==> config.mk <==
export PLATFORM = sky130hd
export DESIGN_NAME = vn_edge_ctrl
export DESIGN_NICKNAME = d
export VERILOG_FILES = /design/src/rtl/vn_pkg.sv /design/src/rtl/vn_lfsr.sv /design/src/rtl/vn_edge_ctrl.sv
export SDC_FILE = /design/constraint.sdc
export NUM_CORES = 1
export LEC_CHECK = 0
export ABC_AREA = 1
export BUFFER_PORTS_ARGS = -buffer_cell sky130_fd_sc_hd__buf_4
export CELL_PAD_IN_SITES_DETAIL_PLACEMENT = 1
export CELL_PAD_IN_SITES_GLOBAL_PLACEMENT = 1
export CORE_MARGIN = 2
export CORE_UTILIZATION = 39
export CTS_CLUSTER_SIZE = 25
export DETAILED_ROUTE_END_ITERATION = 8
export GPL_TIMING_DRIVEN = 0
export PLACE_DENSITY_LB_ADDON = 0.1
export SLEW_MARGIN = 0
export SYNTH_ARGS = -nofsm -noshare
export SYNTH_HDL_FRONTEND = slang
export SYNTH_SLANG_ARGS = --single-unit
export TNS_END_PERCENT = 50
==> constraint.sdc <==
create_clock -name CLK -period 1.3 [get_ports CLK]
set_input_delay 0.26 -clock CLK [delete_from_list [all_inputs] [get_ports CLK]]
set_output_delay 0.26 -clock CLK [all_outputs]
set_load 0.05 [all_outputs]
==> src/rtl/vn_pkg.sv <==
// Shared constants for the stochastic variable-node edge controller.
// Holds the LFSR width, tap mask, default seed and hold-counter width.
package vn_pkg;

    localparam int LFSR_W = 8;

    // Fibonacci taps x^8+x^6+x^5+x^4+1 -> state bits 7,5,4,3
    localparam logic [LFSR_W-1:0] LFSR_TAPS = 8'hB8;

    localparam logic [LFSR_W-1:0] LFSR_SEED = 8'hA5;

    localparam int HC_W = 16;

    function automatic logic [LFSR_W-1:0] lfsr_next(
        input logic [LFSR_W-1:0] s
    );
        return {s[LFSR_W-2:0], ^(s & LFSR_TAPS)};
    endfunction

endpackage

==> src/rtl/vn_lfsr.sv <==
// 8-bit Fibonacci LFSR with synchronous load and advance enable.
// Ports: i_clk, i_rst_n (async low), i_load, i_en, i_seed, o_state.
module vn_lfsr
    import vn_pkg::*;
#(
    parameter logic [LFSR_W-1:0] SEED = LFSR_SEED
) (
    input  logic              i_clk,
    input  logic              i_rst_n,
    input  logic              i_load,
    input  logic              i_en,
    input  logic [LFSR_W-1:0] i_seed,
    output logic [LFSR_W-1:0] o_state
);

    logic [LFSR_W-1:0] r_state;

    always_ff @(posedge i_clk or negedge i_rst_n) begin
        if (!i_rst_n) begin
            r_state <= SEED;
        end else if (i_load) begin
            r_state <= i_seed;
        end else if (i_en) begin
            r_state <= lfsr_next(r_state);
        end
    end

    assign o_state = r_state;

endmodule

==> src/rtl/vn_edge_ctrl.sv <==
// Stochastic variable-node edge controller: regular/hold decision,
// edge-memory fill tracking and random edge-memory read address.
// Ports: CLK, RESET (async low), EN, INIT, LLR_BIT, IN_BITS, EM_OUT ->
//        OUT, EM_TRIG, EM_IN, SEL, HOLD, FILLED
//        [+ HOLD_CNT when VN_EDGE_HOLD_STAT_EN is defined].
module vn_edge_ctrl
    import vn_pkg::*;
#(
    parameter int                DV   = 3,
    parameter int                N    = 8,
    parameter int                NS   = 3,
    parameter logic [LFSR_W-1:0] SEED = LFSR_SEED
) (
    input  logic          CLK,
    input  logic          RESET,
    input  logic          EN,
    input  logic          INIT,
    input  logic          LLR_BIT,
    input  logic [DV-2:0] IN_BITS,
    input  logic          EM_OUT,
    output logic          OUT,
    output logic          EM_TRIG,
    output logic          EM_IN,
    output logic [NS-1:0] SEL,
    output logic          HOLD,
    output logic          FILLED
`ifdef VN_EDGE_HOLD_STAT_EN
    ,
    output logic [HC_W-1:0] HOLD_CNT
`endif
);

    localparam int CW = $clog2(N + 1);

    logic [DV-1:0]     w_bits;
    logic              w_regular;
    logic              w_adv;
    logic [LFSR_W-1:0] w_lfsr;
    logic              w_unused_lfsr;
    logic [NS:0]       w_sel_ext;

    logic [CW-1:0]     r_cnt;
    logic              r_filled;
    logic              r_out;
    logic              r_trig;
    logic              r_em_in;
    logic              r_hold;

    assign w_bits    = {LLR_BIT, IN_BITS};
    assign w_regular = (&w_bits) | ~(|w_bits);
    assign w_adv     = EN & ~INIT;

    vn_lfsr #(
        .SEED (SEED)
    ) u_lfsr (
        .i_clk   (CLK),
        .i_rst_n (RESET),
        .i_load  (INIT),
        .i_en    (EN),
        .i_seed  (SEED),
        .o_state (w_lfsr)
    );

    assign w_unused_lfsr = ^w_lfsr;

    // Fold out-of-range addresses back into 0..N-1
    always_comb begin
        w_sel_ext = {1'b0, w_lfsr[NS-1:0]};
        SEL       = w_lfsr[NS-1:0];
        if (w_sel_ext >= (NS+1)'(N)) begin
            SEL = w_lfsr[NS-1:0] - NS'(N);
        end
    end

    // Fill count saturates at N; FILLED tracks the post-update count
    always_ff @(posedge CLK or negedge RESET) begin
        if (!RESET) begin
            r_cnt    <= '0;
            r_filled <= 1'b0;
        end else if (INIT) begin
            r_cnt    <= '0;
            r_filled <= 1'b0;
        end else if (EN && w_regular) begin
            if (r_cnt != CW'(N)) begin
                r_cnt <= r_cnt + 1'b1;
            end
            r_filled <= (r_cnt >= CW'(N - 1));
        end
    end

    // Hold uses the pre-update FILLED, so EM_OUT only after a full fill
    always_ff @(posedge CLK or negedge RESET) begin
        if (!RESET) begin
            r_out   <= 1'b0;
            r_trig  <= 1'b0;
            r_em_in <= 1'b0;
            r_hold  <= 1'b0;
        end else if (INIT) begin
            r_out  <= 1'b0;
            r_trig <= 1'b0;
            r_hold <= 1'b0;
        end else if (w_adv) begin
            if (w_regular) begin
                r_out   <= LLR_BIT;
                r_em_in <= LLR_BIT;
                r_trig  <= 1'b1;
                r_hold  <= 1'b0;
            end else begin
                r_out  <= r_filled ? EM_OUT : LLR_BIT;
                r_trig <= 1'b0;
                r_hold <= 1'b1;
            end
        end else begin
            r_trig <= 1'b0;
        end
    end

`ifdef VN_EDGE_HOLD_STAT_EN
    logic [HC_W-1:0] r_hcnt;

    always_ff @(posedge CLK or negedge RESET) begin
        if (!RESET) begin
            r_hcnt <= '0;
        end else if (INIT) begin
            r_hcnt <= '0;
        end else if (w_adv && !w_regular && (r_hcnt != '1)) begin
            r_hcnt <= r_hcnt + 1'b1;
        end
    end

    assign HOLD_CNT = r_hcnt;
`endif

    assign OUT     = r_out;
    assign EM_TRIG = r_trig;
    assign EM_IN   = r_em_in;
    assign HOLD    = r_hold;
    assign FILLED  = r_filled;

endmodule

Yosys cells after proc, flatten, opt, wreduce, memory -nomap -nowiden --
Index checks and enable logic that the tools add are counted. W data, S select, Z words.
Storage, ports and cells: register bits after elaboration 17, output and inout bits 8, logic and storage cells 41
Operators by class: $add $sub $neg 1, magnitude comparators 1, equality and inequality tests 1, muxes and demuxes 17, bitwise logic cells 4, reduce and logical (&&, ||, !) cells 10
Operator list (number):
- $mux W8 | 2
- $mux W1 | 12
- $mux W4 | 3
- $reduce_bool A2 Y1 | 4
- $reduce_xor A8 Y1 | 1
- $reduce_and A3 Y1 | 2
- $add A4 B1 Y4 const B | 1
- $ge A4 B3 Y1 const B | 1
- $ne A4 B4 Y1 const B | 1
- $reduce_or A3 Y1 | 1
- $not A1 Y1 | 2
- $reduce_and A2 Y1 | 1
- $and A1 B1 Y1 | 1
- $logic_and A1 B1 Y1 | 1
- $or A1 B1 Y1 | 1

Logic depth before layout (Yosys ltp) --
Gate-level depths: netlist of the first run.
depth after elaboration 6, depth in mapped cells 7, gate-level depth less buffers 7

Modules after synthesis --
From an unflattened synthesis of the first run, not the netlist that was laid out.
Unflattened totals: cells, all modules 126, area total of the unflattened synthesis 955.9 um^2
By module, submodules not included:
- vn_edge_ctrl | instances 1, cells an instance 70, area an instance 526.8 um^2, seq. area each 225.2 um^2
- vn_lfsr | instances 1, cells an instance 56, area an instance 429.2 um^2, seq. area each 205.2 um^2

Worst setup path before layout of the first run --
OpenSTA, ideal clock, no wires.
path kind register -> register, from register r_cnt[0], to register r_cnt[2], arrival 0.945 ns, data required time 1.182 ns, path slack 0.238 ns, stages on the path, launching flop included 7, path buffers 0, cell sequence dfrtp_1 -> inv_1 -> ha_1 -> nand3_2 -> nand3_2 -> nand2_1 -> nand2_1
Between the ends: longest elaborated chain between the ends 4
RTL lines:
- start: declaration | RTL line vn_edge_ctrl.sv:42 | logic [CW-1:0] r_cnt;
- start signal: assignment | RTL line vn_edge_ctrl.sv:85 | r_cnt <= r_cnt + 1'b1;
- $add A4 B1 Y4 | RTL line vn_edge_ctrl.sv:85
- $mux W4 | RTL line vn_edge_ctrl.sv:84 | if (r_cnt != CW'(N)) begin
- $mux W4 | RTL line vn_edge_ctrl.sv:83 | end else if (EN && w_regular) begin
- $mux W4 | RTL line vn_edge_ctrl.sv:80 | end else if (INIT) begin
Several ways; a longest one is shown, not always the timed one. The select of a mux whose other input is x is not followed. A chain may end at the register's enable or synchronous reset.

Worst setup path after layout of the first run --
from register u_lfsr.r_state[2], in the netlist u_lfsr.o_state[2], to output SEL[2]
RTL lines:
- start: declaration | RTL line vn_lfsr.sv:16 | logic [LFSR_W-1:0] r_state;
- start signal: assignment | RTL line vn_lfsr.sv:22 | r_state <= i_seed;
- start signal: assignment | RTL line vn_lfsr.sv:24 | r_state <= lfsr_next(r_state);
- end: declaration | RTL line vn_edge_ctrl.sv:24 | output logic [NS-1:0] SEL,
No word-level cell between the ends.

==> metrics.md, run 1 <==
| Metric | Value |
|---|---|
| Status | `complete, no violations` |
| Critical Path Start | `u_lfsr.o_state[2]$_DFFE_PN1P_` |
| Buffers & Inverters on Critical Path | `1` |
| Port bufs | `15` |
| Chip height | `51.36 um` |
| H-tree Lvls | `1` |
| Post-Route M1 WL | `847 um` |
| CTS root buf | `clkbuf_4` |
| Distinct cells, synth | `21` |
| Number of max-cap violations | `0` |
| Synth area leader | `dfrtp_1` |
| Cell area after synthesis | `874.6 sq um` |
| Initial antenna violation count | `0` |
| Leak | `0.5596 nW` |
| Hold Startpoint | `EN` |
| Number of synthesized flops with an enable pin | `0` |
| Die width | `51.36 um` |
| Mapped Cells | `103` |
| Vias | `713` |
| CP Data Required Time | `1040 ps` |
| Arr. time, crit path | `990 ps` |
| Share of the synthesized area in the top cell type | `0.3720` |
| Crit path cell chain | `buf_8` |
| I/O pin cnt | `16` |
| Top cells by area in the synthesized netlist | `dfrtp_1 (37%), dfstp_2 (12%), nand2_1 (9.4%)` |
| GP Congestion | `0.7067` |
| Hold Violations, Final | `0` |
| Crit path max-delay family | `flip-flops` |
| Largest net degree at the start of global routing | `18` |
| WL/cell | `11.79 um` |
| Share of layout cells above drive strength 1 | `0.2764` |
| Slew of the pin with the lowest slew margin | `219.8 ps` |
| Slowest stage cell, crit path | `dfstp_2` |
| Post-synth top cells | `nand2_1 (22), inv_1 (15), dfrtp_1 (13), nand3_1 (9), nor2_1 (8)` |
| Nets | `134` |
| TritonCTS buffer count | `3` |
| Clk sink count | `17` |
| Area delta synth->final | `22.89%` |
| Crit path kind | `reg -> out` |
| Post-Syn Nets | `113` |
| Clock Skews | `8.654 ps` |
| Diode count | `0` |
| Core area | `2170 sq um` |
| Ys flop type | `dfrtp_1` |
| Final Slew Violations | `0` |
| Fin Setup TNS | `0 ps` |
| Count leader, synth | `nand2_1` |
| Vias per inst | `4.722` |
| CP max stage delay | `560 ps` |
| CTS tree | `built` |
| Worst Setup Start Kind | `flip-flop` |
| Minimum clock period | `1253 ps` |
| Clock transition at the registers of the reported paths | `100 ps` |
| Met3 wire len | `37 um` |
| Final Worst Setup Slack | `46.98 ps` |
| WL final | `1781 um` |
| Vias in the first global route | `737` |
| YS warnings | `0` |
| Worst slack at placement | `99.15 ps` |
| Critical path endpoint category | `primary output` |
| DR pass1 iterations | `4` |
| Yosys reg bits | `17` |
| Fill count | `276` |
| Max Used Layer | `met4` |
| Initial Utilization | `0.4031` |
| Post-Syn Area per Cell | `8.491 sq um` |
| Endpoints failing setup | `0` |
| Async S/R FF share, synth | `1.000` |
| Maximum clock insertion buffer count | `2` |
| GRT Overall Usage | `0.1679` |
| First-pass GRT wire length | `3256 um` |
| GRT overflow | `0` |
| Num rows | `17` |
| Max VDD drop | `0.0006206 V` |
| Detail Route Antenna Nets | `0` |
| R2r setup slk | `120 ps` |
| Sequential share of the synthesized area | `0.4921` |
| Hold Worst Slack | `219.9 ps` |
| Pwr Density | `1073 nW/um^2` |
| RR Startpoint | `r_cnt[0]$_DFFE_PN0P_` |
| WL met2 | `870 um` |
| Skew-Pair Late Insertion Delay | `290 ps` |
| Fmax | `798.1 MHz` |
| Estimated wirelength of the detail-placed design | `1452 um` |
| DRC Markers | `0` |
| Final worst-path cycle share | `0.9639` |
| Layout Utilization | `0.4954` |
| Initial detailed-routing violation count | `7` |
| DIE AREA | `2637 sq um` |
| Hold crit path type | `in -> reg` |
| Slew headroom | `0.8529` |
| Crit Path Max Fanout | `2` |
what timing repair did:
item                                   CTS  global route
resized for setup                        5             0
hold buffers                             1             0
setup buffers                            1             1
setup endpoints to repair                2             5
endpoints found under the hold margin   13             0
layer usage:
metal / GRT usage / up-vias
met3: 0.03509 / 4
met1: 0.2097 / 335
met2: 0.2835 / 5
li1: - / 369
met5: 0 / -
met4: 0.06579 / 0
cell families after synthesis:
logic type                 after synthesis  share of synthesized area
AOI/OAI and AO/OA                       15                    0.09728
xor gates and xnor gates                 3                    0.03005
adders and majority gates                2                    0.02861
buffers and inverters                   21                     0.1044
DFF                                     17                     0.4921
and+or+nand+nor                         45                     0.2475
final timing paths:
kind,depth (start not counted),endpoint
worst min-delay path,2,OUT$_DFFE_PN0P_
worst min register to register,2,u_lfsr.o_state[7]$_DFFE_PN1P_
max in group asynchronous,2,u_lfsr.o_state[0]$_DFFE_PN1P_
worst max register to register,6,r_cnt[3]$_DFFE_PN0P_
worst max-delay path,1,SEL[2]
min in group asynchronous,2,u_lfsr.o_state[6]$_DFFE_PN0P_
per-stage QoR:
step                      power (mW)  instances  instance area [sq um]
after floorplan               0.7815        103                  874.6
after global placement        0.8705        146                   1022
after detailed placement      0.8776        146                   1022
after CTS                      1.179        151                   1079
after global routing           1.222        151                   1075
final                          1.153        151                   1075
report_power, final:
group	switching (mW)	internal, mW
Clock	0.163	0.114
Sequential	0.0242	0.573
Combinational	0.175	0.103
cell type report:
class / instances / area, sq um / share of cell area
clock buffers: 3 / 22.52 / 0.02095
well taps: 28 / 35.03 / 0.03260
inverters: 18 / 68.82 / 0.06403
repair buffers: 18 / 152.6 / 0.1420
plain buffers: 1 / 7.507 / 0.006985
multi-input cells: 65 / 352.8 / 0.3283
flip-flops and latches: 17 / 430.4 / 0.4005
clock inverters: 1 / 5.005 / 0.004657
cells in the final DEF (no fill, tap or decap), drive strengths merged, types with 3 or more instances in the layout:
cell	n
o21ai	6
inv	17
nor2	9
nand2	23
o22ai	3
xnor2	3
buf	18
a21oi	3
nand3	12
dfstp	4
clkbuf	3
dfrtp	13
sequential cells by signal, indices dropped and copies added, names as in the netlist:
signal          count
EM_IN               1
EM_TRIG             1
FILLED              1
HOLD                1
OUT                 1
r_cnt               4
u_lfsr.o_state      8
Power figures use the tool's default switching activity.
==> run 2, diff against run 1 <==
- CORE_ASPECT_RATIO: default -> 1.25
==> run 2 against run 1 <==
Sequential share of layout area shrank 0.093 points; die area is essentially flat; hold slack lost 11 ps; cell area grew 0.23%; sequential power is essentially flat; global-route usage grew 1.1 points; critical path depth is the same; clock power is essentially flat; clock-buffer cell count grew 1; via count grew 2.5%; wire length grew 9.9%; highest routed layer unchanged.
==> metrics.md, run 2 (synthesized netlist as in run 1, its figures left out) <==
| Metric | Value |
|---|---|
| Slew headroom | `0.8089 (was 0.8529)` |
| Clock transition at the registers of the reported paths | `100 ps (about the same)` |
| WL/cell | `12.71 um (was 11.79 um)` |
| Fill count | `266 (was 276)` |
| H-tree Lvls | `1 (unchanged)` |
| Leak | `0.5569 nW (was 0.5596 nW)` |
| WL final | `1958 um (was 1781 um)` |
| Nets | `134 (unchanged)` |
| I/O pin cnt | `16 (unchanged)` |
| CP max stage delay | `570 ps (was 560 ps)` |
| GP Congestion | `0.7494 (was 0.7067)` |
| Status | `complete, no violations (unchanged)` |
| Final worst-path cycle share | `0.9750 (was 0.9639)` |
| CTS tree | `built (unchanged)` |
| Vias | `731 (was 713)` |
| CTS root buf | `clkbuf_4 (unchanged)` |
| Chip height | `56.95 um (was 51.36 um)` |
| Estimated wirelength of the detail-placed design | `1514 um (was 1452 um)` |
| Vias per inst | `4.747 (was 4.722)` |
| Initial antenna violation count | `0 (unchanged)` |
| Worst path depth | `1 (unchanged)` |
| Crit path cell chain | `buf_8 (unchanged)` |
| Area occupied by multi-input gates | `352.8 sq um (unchanged)` |
| Placed cells | `149 (was 146)` |
| Crit path kind | `reg -> out (unchanged)` |
| Fin cells | `154 (was 151)` |
| Register area | `430.4 sq um (unchanged)` |
| Max reg flops | `8 (unchanged)` |
| Skew-Pair Late Insertion Delay | `290 ps (about the same)` |
| Total Power | `1.160 mW (was 1.153 mW)` |
| Most frequent cells in the layout | `nand2_1 (22), buf_4 (16), inv_1 (15) (unchanged)` |
| Area delta synth->final | `23.18% (was 22.89%)` |
| Diode count | `0 (unchanged)` |
| Worst Hold Path Cells | `2 (unchanged)` |
| Share of layout cells above drive strength 1 | `0.2683 (was 0.2764)` |
| Register share of total power | `0.517 (was 0.518)` |
| First-pass GRT wire length | `3353 um (was 3256 um)` |
| Hold Violations, Final | `0 (unchanged)` |
| Clock Skews | `2.200 ps (was 8.654 ps)` |
| DR pass1 iterations | `4 (unchanged)` |
| Critical path endpoint category | `primary output (unchanged)` |
| Initial Utilization | `0.4043 (was 0.4031)` |
| Most common cell after layout, fill and taps aside | `nand2_1 (unchanged)` |
| Crit Path Max Fanout | `2 (unchanged)` |
| Hold Worst Slack | `208.5 ps (was 219.9 ps)` |
| Layout Utilization | `0.4980 (was 0.4954)` |
| Final Worst Setup Slack | `32.49 ps (was 46.98 ps)` |
| Logic gate share of total power | `0.242 (was 0.241)` |
| Num rows | `19 (was 17)` |
| Hold crit path type | `in -> reg (unchanged)` |
| Slowest stage cell, crit path | `dfstp_2 (unchanged)` |
| Final Slew Violations | `0 (unchanged)` |
| Maximum clock insertion buffer count | `2 (unchanged)` |
| Buffers & Inverters on Critical Path | `1 (unchanged)` |
| GRT Overall Usage | `0.1794 (was 0.1679)` |
| Clock power share | `0.241 (about the same)` |
| GRT overflow | `0 (unchanged)` |
| Vias in the first global route | `763 (was 737)` |
| Unrepaired setup endpoints after global routing | `yes` |
| Clk sink count | `17 (unchanged)` |
| Detail Route Antenna Nets | `0 (unchanged)` |
| Pwr Density | `1076 nW/um^2 (was 1073 nW/um^2)` |
| Net Sw Frac | `0.3143 (was 0.3146)` |
| Fmax | `788.9 MHz (was 798.1 MHz)` |
| Die width | `46.36 um (was 51.36 um)` |
| Largest net degree at the start of global routing | `18 (unchanged)` |
| Net switching power | `364.5 uW (was 362.8 uW)` |
| Crit path max-delay family | `flip-flops (unchanged)` |
| Initial detailed-routing violation count | `5 (was 7)` |
| Pint | `795.2 uW (was 790.2 uW)` |
| Arr. time, crit path | `1010 ps (was 990 ps)` |
| Port bufs | `15 (unchanged)` |
| Core area | `2163 sq um (was 2170 sq um)` |
| Max VDD drop | `0.0004168 V (was 0.0006206 V)` |
| Endpoints failing setup | `0 (unchanged)` |
| DRC Markers | `0 (unchanged)` |
| TritonCTS buffer count | `3 (unchanged)` |
| Slew of the pin with the lowest slew margin | `285.6 ps (was 219.8 ps)` |
| DIE AREA | `2640 sq um (was 2637 sq um)` |
| Worst Setup Start Kind | `flip-flop (unchanged)` |
| Minimum clock period | `1268 ps (was 1253 ps)` |
| CP Data Required Time | `1040 ps (about the same)` |
| FF-to-FF path depth | `6 (unchanged)` |
| Number of max-cap violations | `0 (unchanged)` |
| Worst slack at placement | `80.00 ps (was 99.15 ps)` |
==> run 2: cell count changes in the layout (fill, tap and decap cells not counted), sizes merged <==
cell / before / now
clkinv: 2 / 1
clkbuf: 3 / 4
==> run 2: metal layers <==
metal  GRT usage  wire length [um]
met5           0                 0
met4     0.07347                36
met3     0.02848                44
met2      0.3115              1087
met1      0.2102               790
==> run 2: timing repair <==
action,CTS,global route
hold endpoints to repair,13,0
resized for setup,5,0
setup endpoints to repair,2,4
setup buffers,1,1
hold buffers,1,0
==> run 2: stage by stage <==
stage                     cell area, sq um  setup TNS, ps
after global placement                1026              0
after floorplan                      874.6              0
final                                 1077              0
after detailed placement              1026              0
after global routing                  1077         -5.560
after CTS                             1081         -27.98
==> run 2: cell type report <==
type | count | area share
Clock buffer | 4 | 0.02439
Multi-Input combinational cell | 65 | 0.3275
Timing Repair Buffer | 18 | 0.1417
Sequential cell | 17 | 0.3995
Tap cell | 31 | 0.03600
Inverter | 18 | 0.06388
Buffer | 1 | 0.006969
==> run 2: path summary, 6_finish.rpt <==
kind	to	start	slack, ps
max	SEL[0]	u_lfsr.o_state[0]$_DFFE_PN1P_	30
min	OUT$_DFFE_PN0P_	EN	210
max reg2reg	r_cnt[3]$_DFFE_PN0P_	r_cnt[0]$_DFFE_PN0P_	60
min reg2reg	u_lfsr.o_state[7]$_DFFE_PN1P_	u_lfsr.o_state[6]$_DFFE_PN0P_	500
max in group asynchronous	u_lfsr.o_state[7]$_DFFE_PN1P_	RESET	670
min in group asynchronous	u_lfsr.o_state[4]$_DFFE_PN0P_	RESET	370
==> run 2: power by group through the flow <==
stage               sequential (mW)  clock (mW)  combinational [mW]
floorplan                     0.646           0               0.135
global placement              0.607           0               0.266
detailed placement            0.609           0               0.271
CTS                           0.599       0.291               0.288
global route                  0.605       0.309               0.310
finish                        0.600       0.279               0.280
==> run 3, diff against run 2 <==
- CORE_UTILIZATION: 39 -> 35
- REMOVE_ABC_BUFFERS: default -> 1
==> run 3 against run 2 <==
Via count did not move; fmax fell by 0.80%; wire length rose by 0.87%; utilization fell by 5.7 points; non-clock buffer count fell by 3; critical endpoint unchanged; largest cell class unchanged.
==> metrics.md, run 3 (synthesized netlist as in run 1, its figures left out) <==
| Metric | Value |
|---|---|
| Hold crit path type | `in -> reg (unchanged)` |
| Post-route design area | `1059 sq um (was 1077 sq um)` |
| Initial detailed-routing violation count | `9 (was 5)` |
| Crit path cell chain | `buf_6 (was buf_8)` |
| GRT Overall Usage | `0.1459 (was 0.1794)` |
| Worst Setup Start Kind | `flip-flop (unchanged)` |
| WL final | `1975 um (was 1958 um)` |
| Crit Path Max Fanout | `3 (was 2)` |
| Num rows | `20 (was 19)` |
| Nets | `131 (was 134)` |
| First-pass GRT wire length | `3187 um (was 3353 um)` |
| CP max stage delay | `570 ps (about the same)` |
| WL/cell | `12.91 um (was 12.71 um)` |
| Number of max-cap violations | `0 (unchanged)` |
| Endpoints failing setup | `0 (unchanged)` |
| Clock Skews | `2.092 ps (was 2.200 ps)` |
| Layout Utilization | `0.4406 (was 0.4980)` |
| Estimated wirelength of the detail-placed design | `1472 um (was 1514 um)` |
| Final Slew Violations | `0 (unchanged)` |
| Max VDD drop | `0.0006853 V (was 0.0004168 V)` |
| Status | `complete, no violations (unchanged)` |
| Fmax | `782.7 MHz (was 788.9 MHz)` |
| Slew of the pin with the lowest slew margin | `246.9 ps (was 285.6 ps)` |
| CP Data Required Time | `1040 ps (about the same)` |
| Worst path depth | `1 (unchanged)` |
| Arr. time, crit path | `1020 ps (was 1010 ps)` |
| GRT overflow | `0 (unchanged)` |
| Crit path max-delay family | `flip-flops (unchanged)` |
| Chip height | `59.89 um (was 56.95 um)` |
| Slew headroom | `0.8348 (was 0.8089)` |
| Most frequent cells in the layout | `nand2_1 (22), inv_1 (14), dfrtp_1 (13), buf_4 (13), nand3_1 (9) (was nand2_1 (22), buf_4 (16), inv_1 (15))` |
| Buffers & Inverters on Critical Path | `1 (unchanged)` |
| Core area | `2402 sq um (was 2163 sq um)` |
| Maximum clock insertion buffer count | `2 (unchanged)` |
| Placed cells | `148 (was 149)` |
| Critical Path Start | `u_lfsr.o_state[0]$_DFFE_PN1P_ (unchanged)` |
| Final worst-path cycle share | `0.9828 (was 0.9750)` |
| DR pass1 iterations | `4 (unchanged)` |
| R2r setup slk | `100 ps (was 60 ps)` |
| DIE AREA | `2917 sq um (was 2640 sq um)` |
| Skew-Pair Late Insertion Delay | `290 ps (about the same)` |
| Area delta synth->final | `21.03% (was 23.18%)` |
| Most common cell after layout, fill and taps aside | `nand2_1 (unchanged)` |
| TritonCTS buffer count | `3 (unchanged)` |
| CTS tree | `built (unchanged)` |
| I/O pin cnt | `16 (unchanged)` |
| GP Congestion | `0.7365 (was 0.7494)` |
| Vias per inst | `4.778 (was 4.747)` |
| Critical path endpoint category | `primary output (unchanged)` |
| Port bufs | `15 (unchanged)` |
| Clock transition at the registers of the reported paths | `110 ps (was 100 ps)` |
| FF-to-FF path depth | `6 (unchanged)` |
| Crit path kind | `reg -> out (unchanged)` |
| Fin cells | `153 (was 154)` |
| H-tree Lvls | `1 (unchanged)` |
| Vias in the first global route | `730 (was 763)` |
| Pwr Density | `1100 nW/um^2 (was 1076 nW/um^2)` |
| Initial Utilization | `0.3641 (was 0.4043)` |
| Hold Violations, Final | `0 (unchanged)` |
| DRC Markers | `0 (unchanged)` |
| Initial antenna violation count | `0 (unchanged)` |
| Vias | `731 (unchanged)` |
| Die width | `48.71 um (was 46.36 um)` |
| Crit path to | `SEL[0] (unchanged)` |
| Leak | `0.5422 nW (was 0.5569 nW)` |
| Minimum clock period | `1278 ps (was 1268 ps)` |
| Diode count | `0 (unchanged)` |
| Slowest stage cell, crit path | `dfstp_2 (unchanged)` |
| RR Startpoint | `r_cnt[0]$_DFFE_PN0P_ (unchanged)` |
| Largest net degree at the start of global routing | `18 (unchanged)` |
| Dpl cell area | `1006 sq um (was 1026 sq um)` |
| CTS root buf | `clkbuf_4 (unchanged)` |
| Reg2reg end | `r_cnt[2]$_DFFE_PN0P_ (was r_cnt[3]$_DFFE_PN0P_)` |
| Total Power | `1.164 mW (was 1.160 mW)` |
| Share of layout cells above drive strength 1 | `0.2667 (was 0.2683)` |
| Clk sink count | `17 (unchanged)` |
| Unrepaired setup endpoints after global routing | `yes (unchanged)` |
| Max reg flops | `8 (unchanged)` |
| Fill count | `318 (was 266)` |
| Detail Route Antenna Nets | `0 (unchanged)` |
==> run 3: changes by cell type in the layout (fill, tap and decap cells not counted), sizes merged <==
cell    change
clkbuf      -1
clkinv      +1
buf         -3
==> run 3: layer usage <==
metal	track usage	wire [um]
met1	0.1688	880
met2	0.2544	1006
met3	0.02750	48
met4	0.08571	39
met5	0	0
==> run 3: stage by stage <==
| step | TNS (ps) | worst slack (ps) | hold slack (ps) |
|---|---|---|---|
| after floorplan | 0 | 237.6 | -35.59 |
| after global placement | 0 | 96.05 | 137.7 |
| after detailed placement | 0 | 92.30 | 142.0 |
| after CTS | 0 | 4.719 | 229.1 |
| after global routing | -14.13 | -14.13 | 210.3 |
| final | 0 | 22.31 | 218.8 |
==> run 3: where the power goes <==
part | switching, mW | leakage, nW | internal [mW]
Sequential | 0.0248 | 0.216 | 0.573
Clock | 0.185 | 0.0177 | 0.115
Combinational | 0.177 | 0.308 | 0.0894
Total | 0.387 | 0.542 | 0.777
==> run 3: what timing repair did <==
| item | CTS | global route |
|---|---|---|
| hold buffers | 1 | 0 |
| hold endpoints to repair | 13 | 0 |
| gates resized for setup | 1 | 3 |
| endpoints found under the setup margin | 1 | 4 |
| setup buffers | 0 | 0 |
| pin swaps | 0 | 0 |
==> run 3: worst min-delay path by stage <==
stage                     startpoint                 to  cells past startpoint
after floorplan                RESET  EM_IN$_DFFE_PN0P_                      0
after global placement         RESET  EM_IN$_DFFE_PN0P_                      1
after detailed placement       RESET  EM_IN$_DFFE_PN0P_                      1
after CTS                         EN    OUT$_DFFE_PN0P_                      2
after global routing              EN    OUT$_DFFE_PN0P_                      2
final                             EN    OUT$_DFFE_PN0P_                      2
==> run 3: final cells by class <==
class	instances	area (sq um)	area share
tap	33	41.29	0.03901
clock inverter	1	5.005	0.004728
inverter	18	68.82	0.06501
multi-input combinational	65	360.3	0.3404
clock buffer	3	22.52	0.02128
timing repair buffer	16	130.1	0.1229
sequential	17	430.4	0.4066
